<file path="config.mk">
export PLATFORM = sky130hd
export DESIGN_NAME = i2s_tx_serializer
export DESIGN_NICKNAME = d
export VERILOG_FILES = /design/src/rtl/i2s_pkg.sv /design/src/rtl/i2s_tx_serializer_clk_gen.sv /design/src/rtl/i2s_tx_serializer.sv
export SDC_FILE = /design/constraint.sdc
export NUM_CORES = 1
export LEC_CHECK = 0
export CELL_PAD_IN_SITES_DETAIL_PLACEMENT = 0
export CELL_PAD_IN_SITES_GLOBAL_PLACEMENT = 2
export CORE_MARGIN = 5
export CORE_UTILIZATION = 32
export CTS_BUF_LIST = sky130_fd_sc_hd__clkbuf_4 sky130_fd_sc_hd__clkbuf_8
export CTS_CLUSTER_DIAMETER = 30
export DETAILED_ROUTE_END_ITERATION = 8
export PLACE_DENSITY_LB_ADDON = 0.1
export SKIP_CTS_REPAIR_TIMING = 1
export SYNTH_ARGS = -nofsm -noshare
export SYNTH_HDL_FRONTEND = slang
export SYNTH_SLANG_ARGS = --single-unit
</file>
<file path="constraint.sdc">
create_clock -name clk -period 2.2 [get_ports clk]
set_input_delay 0.44 -clock clk [delete_from_list [all_inputs] [get_ports clk]]
set_output_delay 0.44 -clock clk [all_outputs]
set_load 0.01 [all_outputs]
</file>
<file path="src/rtl/i2s_pkg.sv">
// Shared constants and helpers for the I2S transmit path.
package i2s_pkg;

    localparam int BCLK_DIV   = 16;
    localparam int SMPL_W     = 16;
    localparam int SLOT_W     = 32;
    localparam int FRAME_BITS = 2 * SLOT_W;
    localparam int DIV_CW     = $clog2(BCLK_DIV);
    localparam int BIT_CW     = $clog2(FRAME_BITS);
    localparam int SMPL_IW    = $clog2(SMPL_W);

    function automatic int cnt_w(input int n);
        return (n > 1) ? $clog2(n) : 1;
    endfunction

endpackage

</file>
<file path="src/rtl/i2s_tx_serializer_clk_gen.sv">
// BCLK/LRCLK timing: clock divider, bit counter, frame and bit strobes.
module i2s_clk_gen #(
    parameter int BCLK_DIV = i2s_pkg::BCLK_DIV,
    parameter int SLOT_W   = i2s_pkg::SLOT_W
) (
    input  logic                                    clk,
    input  logic                                    rst,
    output logic                                    o_bclk,
    output logic                                    o_lrclk,
    output logic                                    o_frame_start,
    output logic                                    o_bit_adv,
    output logic [i2s_pkg::cnt_w(2*SLOT_W)-1:0]     o_bit_cnt
);
    import i2s_pkg::*;

    localparam int DW = cnt_w(BCLK_DIV);
    localparam int BW = cnt_w(2 * SLOT_W);

    logic [DW-1:0] r_div;
    logic [BW-1:0] r_bit;
    logic          r_bclk;
    logic          r_lrclk;

    always_ff @(posedge clk) begin
        if (rst) begin
            r_div   <= '0;
            r_bit   <= '0;
            r_bclk  <= 1'b0;
            r_lrclk <= 1'b0;
        end else begin
            if (r_div == DW'(BCLK_DIV - 1)) begin
                r_div <= '0;
                r_bit <= (r_bit == BW'(2 * SLOT_W - 1)) ? '0 : r_bit + BW'(1);
            end else begin
                r_div <= r_div + DW'(1);
            end
            r_bclk  <= (r_div >= DW'(BCLK_DIV / 2));
            r_lrclk <= (r_bit >= BW'(SLOT_W));
        end
    end

    assign o_bclk        = r_bclk;
    assign o_lrclk       = r_lrclk;
    assign o_bit_adv     = (r_div == '0);
    assign o_frame_start = (r_div == '0) && (r_bit == '0);
    assign o_bit_cnt     = r_bit;

endmodule

</file>
<file path="src/rtl/i2s_tx_serializer.sv">
// Stereo pair to I2S serializer with one-pair holding buffer.
// Build option: I2S_TX_UNDERRUN_MUTE_EN sends zeros on underrun instead of repeating.
module i2s_tx_serializer #(
    parameter int BCLK_DIV = i2s_pkg::BCLK_DIV,
    parameter int SMPL_W   = i2s_pkg::SMPL_W,
    parameter int SLOT_W   = i2s_pkg::SLOT_W
) (
    input  logic              clk,
    input  logic              rst,
    input  logic [SMPL_W-1:0] lft_in,
    input  logic [SMPL_W-1:0] rght_in,
    input  logic              vld_in,
    output logic              BCLK,
    output logic              LRCLK,
    output logic              SDATA,
    output logic              smpl_taken,
    output logic              underrun,
    output logic              overrun
);
    import i2s_pkg::*;

    localparam int BW = cnt_w(2 * SLOT_W);
    localparam int IW = cnt_w(SMPL_W);

    logic              w_frame_start;
    logic              w_bit_adv;
    logic [BW-1:0]     w_bit;
    logic              w_sd;
    logic [IW-1:0]     w_il;
    logic [IW-1:0]     w_ir;

    logic [SMPL_W-1:0] r_hold_l;
    logic [SMPL_W-1:0] r_hold_r;
    logic              r_full;
    logic [SMPL_W-1:0] r_sh_l;
    logic [SMPL_W-1:0] r_sh_r;
    logic              r_sdata;
    logic              r_taken;
    logic              r_under;
    logic              r_over;

    i2s_clk_gen #(
        .BCLK_DIV (BCLK_DIV),
        .SLOT_W   (SLOT_W)
    ) u_clk_gen (
        .clk           (clk),
        .rst           (rst),
        .o_bclk        (BCLK),
        .o_lrclk       (LRCLK),
        .o_frame_start (w_frame_start),
        .o_bit_adv     (w_bit_adv),
        .o_bit_cnt     (w_bit)
    );

    // One-bit I2S delay: MSB goes out one BCLK after the slot boundary.
    always_comb begin
        w_sd = 1'b0;
        w_il = IW'(SMPL_W - int'(w_bit));
        w_ir = IW'(SLOT_W + SMPL_W - int'(w_bit));
        if (w_bit >= BW'(1) && w_bit <= BW'(SMPL_W)) begin
            w_sd = r_sh_l[w_il];
        end else if (w_bit >= BW'(SLOT_W + 1) &&
                     w_bit <= BW'(SLOT_W + SMPL_W)) begin
            w_sd = r_sh_r[w_ir];
        end
    end

    always_ff @(posedge clk) begin
        if (rst) begin
            r_hold_l <= '0;
            r_hold_r <= '0;
            r_full   <= 1'b0;
            r_sh_l   <= '0;
            r_sh_r   <= '0;
            r_sdata  <= 1'b0;
            r_taken  <= 1'b0;
            r_under  <= 1'b0;
            r_over   <= 1'b0;
        end else begin
            r_taken <= w_frame_start && r_full;
            r_under <= w_frame_start && !r_full;
            r_over  <= vld_in && r_full && !w_frame_start;
            if (vld_in) begin
                r_hold_l <= lft_in;
                r_hold_r <= rght_in;
                r_full   <= 1'b1;
            end else if (w_frame_start) begin
                r_full <= 1'b0;
            end
            if (w_frame_start) begin
                if (r_full) begin
                    r_sh_l <= r_hold_l;
                    r_sh_r <= r_hold_r;
                end else begin
`ifdef I2S_TX_UNDERRUN_MUTE_EN
                    r_sh_l <= '0;
                    r_sh_r <= '0;
`else
                    r_sh_l <= r_sh_l;
                    r_sh_r <= r_sh_r;
`endif
                end
            end
            if (w_bit_adv) begin
                r_sdata <= w_sd;
            end
        end
    end

    assign SDATA      = r_sdata;
    assign smpl_taken = r_taken;
    assign underrun   = r_under;
    assign overrun    = r_over;

endmodule
</file>
# After elaboration in Yosys (flattened, before gate mapping)
# Cells that the tools add are included.
[classes]
add_sub_neg = 4
magnitude_cmp = 8
eq_ne = 2
muxes = 9
n_reduce_logical = 14
[op_table]
columns = ["op", "n"]
rows = [
  ["$ge 6x6->1 const B", 2],
  ["$lt 4x5->1 const B", 2],
  ["$bmux 1 s4", 2],
  ["$sub 1x4->4 const A", 2],
  ["$logic_and 1x1->1", 7],
  ["$add 6x1->6 const B", 1],
  ["$eq 6x6->1 const B", 1],
  ["$ge 6x1->1 const B", 1],
  ["$le 6x5->1 const B", 1],
  ["$le 6x6->1 const B", 1],
  ["$logic_not 6->1", 1],
  ["$mux 1", 6],
  ["$mux 6", 1],
  ["$add 4x1->4 const B", 1],
  ["$eq 4x4->1 const B", 1],
  ["$ge 4x4->1 const B", 1],
  ["$logic_not 4->1", 1],
  ["$logic_not 1->1", 2],
  ["$reduce_and 2->1", 1],
  ["$reduce_bool 2->1", 1],
  ["$reduce_or 2->1", 1],
]
[totals]
reg_bits = 81
out_inout_bits = 6
wordCells = 50

# Logic depth before layout (Yosys ltp)
[logic_depth]
depth_word = 5
ltp_mapped = 9

# Cells and area by module
# A second synthesis with hierarchy kept.
[hier_totals]
cells_unflattened = 348
area_unflattened_um2 = 3290.7
[by_module_without_submodules]
columns = ["mod", "instances", "cells_each", "area_each_um2", "seq_area_each_um2"]
rows = [
  ["i2s_tx_serializer", 1, 288, 2728.9, 1381.3],
  ["i2s_clk_gen", 1, 60, 561.8, 240.2],
]

# Least setup slack after synthesis
# Ideal clock, no wire load.
[synth_timing]
kind = "register to register"
start = "register u_clk_gen.r_bit[0], in the netlist u_clk_gen.o_bit_cnt[0]"
end = "register r_sdata, in the netlist SDATA"
setup_time_ns = 0.059
t_arrival_ns = 2.030
required_ns = 2.141
setup_slack_ns = 0.111
stages_incl_launch_ff = 10
period_less_slack_ns = 2.089
cell_sequence = "dfxtp_1 > buf_6 > inv_1 > ha_1 > buf_4 > buf_6 > mux2i_1 > mux4_2 > a22oi_1 > a31o_1"
[synth_via]
elab_chain_len = 5
[synth_rtl]
columns = ["item", "line", "source"]
rows = [
  ["start: declaration", "i2s_tx_serializer_clk_gen.sv:20", "logic [BW-1:0] r_bit;"],
  ["start signal: assignment", "i2s_tx_serializer_clk_gen.sv:33", "r_bit <= (r_bit == BW'(2 * SLOT_W - 1)) ? '0 : r_bit + BW'(1);"],
  ["$sub 1x4->4", "i2s_tx_serializer.sv:58, i2s_tx_serializer.sv:59", ""],
  ["$bmux 1 s4", "i2s_tx_serializer.sv:64", "w_sd = r_sh_r[w_ir];"],
  ["$mux 1 (not written as such)", "i2s_tx_serializer.sv:64", ""],
  ["$mux 1", "i2s_tx_serializer.sv:62", "end else if (w_bit >= BW'(SLOT_W + 1) &&"],
  ["$mux 1 *", "i2s_tx_serializer.sv:60", "if (w_bit >= BW'(1) && w_bit <= BW'(SMPL_W)) begin"],
  ["end signal: assignment", "i2s_tx_serializer.sv:105", "r_sdata <= w_sd;"],
  ["end: declaration", "i2s_tx_serializer.sv:37", "logic r_sdata;"],
]
# Every way passes the cells marked *; elsewhere a longest branch is shown, timed or not. The select of a mux whose other input is x is not followed.
# A chain may end at the register's enable or synchronous reset.

# Worst setup path after layout
[layout_timing]
start = "register u_clk_gen.r_bit[1], in the netlist u_clk_gen.o_bit_cnt[1]"
end = "register r_sdata, in the netlist SDATA"
# Same word-level chain as after synthesis.

==> impl_metrics.toml <==
[status]
status = "finished, final reports clean"

[logic_synthesis]
ys_seq_elements = 81
synthArstFlopShare = 0
yosysMostFrequentCell = "dfxtp_1"
syn_area_um2 = 3340
synthFlopType = "dfxtp_1"
synth_warnings = 0
synth_common_cells = "dfxtp_1 (81), nand2_1 (69), mux2i_1 (42), nor2_1 (40), a21oi_1 (38)"
avgSynthCellArea_um2 = 9.33
synth_cell_type_count = 39
yosysTopAreaCell = "dfxtp_1"
ys_seq_area_frac = 0.485
synth_top_area_share = 0.485
synth.area.top_cells = "dfxtp_1 (49%), mux2i_1 (13%), nand2_1 (7.8%)"
synth_edf_count = 0
synthCells = 358
syn_nets = 399

[cells_and_area]
area_delta_synth_final_pct = 21.5
nNetsFinal = 436
fillers = 1061
drive_above_1_share = 0.0925
antennaDiodeCount = 0

[clock_tree]
root_buffer = "clkbuf_8"
tritoncts = "done"
clock_latency_ns = 0.35
numCtsBuffers = 9
cts_htree_levels = 3
clock_sinks = 81
cts.clk_slew.worst_paths_ns = 0.08
clk_path_buf_depth = 2

[drt]
drt-wirelength-per-cell_um = 13.4
firstDrtPassIters = 4
drc_errors = 0
drt-initial-drc-count = 123
routed_via_density = 4.63
vias = 2481
drt-total-wl_mm = 7.18
antenna_left = 0

[global_route]
grtUsageTotal = 0.118
grt_max_degree = 39
grt_use_met1 = 0.161
grt_pass1_wl_mm = 12.2
top_usage_layer = "met2"
grt-ovfl-total = 0
met3_usage = 0.0350
grt_pass1_vias = 2441
grtUsageMet2 = 0.184
antenna_found_initial = 0

[place]
gp_congestion = 0.789
dp_hpwl_mm = 5.04
io_buffers = 40

[setup_path]
max_stage_delay_ns = 0.46
path_cells = "inv_1 -> ha_1 -> buf_4 -> mux2i_1 -> mux4_2 -> a22oi_1 -> a31o_1"
worstPathArrival_ns = 2.31
crit_path_start_kind = "flip-flop"
critPathKind = "reg2reg"
cp-end-kind = "flip-flop"
crit_path_max_fanout = 6
path_buf_inv = 2
cp.required_ns = 2.49
cp_slowest_cell = "mux4_2"
critPathTopFamily = "multiplexers"

[power]
clkPwrFrac = 0.360
p_seq_frac = 0.548
p_per_area_nw_per_um2 = 699
vdd_drop_max_mv = 0.343
internal_power_mw = 2.09
total_power_mw = 2.84
p_switching_uw = 747
leakage_nw = 1.55
power_frac_comb = 0.092
p_sw_frac = 0.263

[die]
die_area_um2 = 12600
die_w_um = 112
io_pins = 41
rows = 37
coreArea_um2 = 10200
die_h_um = 112
initial_core_util = 0.327

[hold_path]
hold_class = "reg2reg"

[sta]
worst_slew_pin_slew_ns = 0.541
max_slew_margin = 0.640
maxSlewViolCount = 0
max_freq_mhz = 495
hold_violations = 0
fin_skew_ns = 0.0126
rsz0062_at_grt = "no"
fin_crit_sh = 0.918
layout_min_cycle_time_ns = 2.02
finalSetupViolations = 0
fin_setup_tns_ns = 0

[job]
drv_cap = 0
power groups by stage:
stage	Combinational (mW)	Clock, mW	Sequential [mW]
2_1_floorplan	0.152	0	1.58
3_3_place_gp	0.263	0	1.59
3_5_place_dp	0.264	0	1.59
4_1_cts	0.265	1.07	1.56
5_1_grt	0.290	1.13	1.57
6_report	0.260	1.02	1.56
cell type report:
class                   count  area, um^2  area share
clock inverters             7        60.1      0.0148
well taps                 136         170      0.0419
multi-input cells         244        1560       0.384
clock buffers               9         124      0.0305
repair buffers             53         500       0.123
flip-flops and latches     81        1620       0.400
inverters                   6        22.5     0.00555
worst reg2reg max path, stage by stage, from the launching register on:
cell,delay (ns)
dfxtp_1,0.43
inv_1,0.11
ha_1,0.30
buf_4,0.17
mux2i_1,0.13
mux4_2,0.46
a22oi_1,0.21
a31o_1,0.17
worst paths after layout:
check             slack [ns]  cells after the start         to                    from
hold reg to reg         0.45                      2  r_sh_l[9]               r_sh_l[9]
hold / removal          0.45                      2  r_sh_l[9]               r_sh_l[9]
setup reg to reg        0.18                      7      SDATA  u_clk_gen.o_bit_cnt[1]
setup / recovery        0.18                      7      SDATA  u_clk_gen.o_bit_cnt[1]
flip-flops by register name, indices dropped and copies added (netlist names):
register,flops
overrun,1
SDATA,1
underrun,1
r_hold_r,16
u_clk_gen.o_bit_cnt,6
smpl_taken,1
r_sh_l,16
u_clk_gen.o_bclk,1
u_clk_gen.r_div,4
u_clk_gen.o_lrclk,1
r_hold_l,16
r_sh_r,16
r_full,1
layout by cell type, fill, tap and decap left out, types with 3 or more instances in the layout:
| cell | netlist | layout |
|---|---|---|
| dfxtp_1 | 81 | 81 |
| nand2_1 | 69 | 69 |
| mux2i_1 | 42 | 42 |
| nor2_1 | 40 | 40 |
| a21oi_1 | 38 | 38 |
| clkdlybuf4s50_1 | 0 | 38 |
| buf_4 | 1 | 12 |
| clkbuf_8 | 0 | 9 |
| inv_1 | 6 | 6 |
| nand3_1 | 6 | 6 |
| ha_1 | 6 | 6 |
| nor3b_1 | 4 | 4 |
| nor2b_1 | 4 | 4 |
| nor3_1 | 4 | 4 |
| mux4_1 | 4 | 4 |
| inv_6 | 0 | 4 |
| nand4_1 | 3 | 3 |
per-stage QoR:
step	setup slack [ns]	hold WS, ns	instances	util	cell area (um^2)
2_1_floorplan	0.111	0.427	358	-	3340
3_3_place_gp	0.267	0.438	520	0.379	3870
3_5_place_dp	0.203	0.443	520	0.379	3870
4_1_cts	0.184	0.453	536	0.397	4060
5_1_grt	0.0258	0.476	536	0.397	4060
6_report	0.180	0.450	536	0.397	4060
logic make-up (layout without fill, tap and decap cells):
logic type      count (synthesis)  count (layout)  synth area share
compound gates                 48              48            0.0798
xor+xnor                        4               4            0.0127
fa+ha+maj                       6               6            0.0225
buf+inv                        33              75            0.0479
flops                          81              81             0.485
mux                            48              48             0.171
simple gates                  138             138             0.181
layer usage:
metal	routed length, um	share of wire
met2	3300	0.46
met4	74	0.010
met5	0	0
met1	3590	0.50
met3	216	0.030
Power figures use the tool's default switching activity.
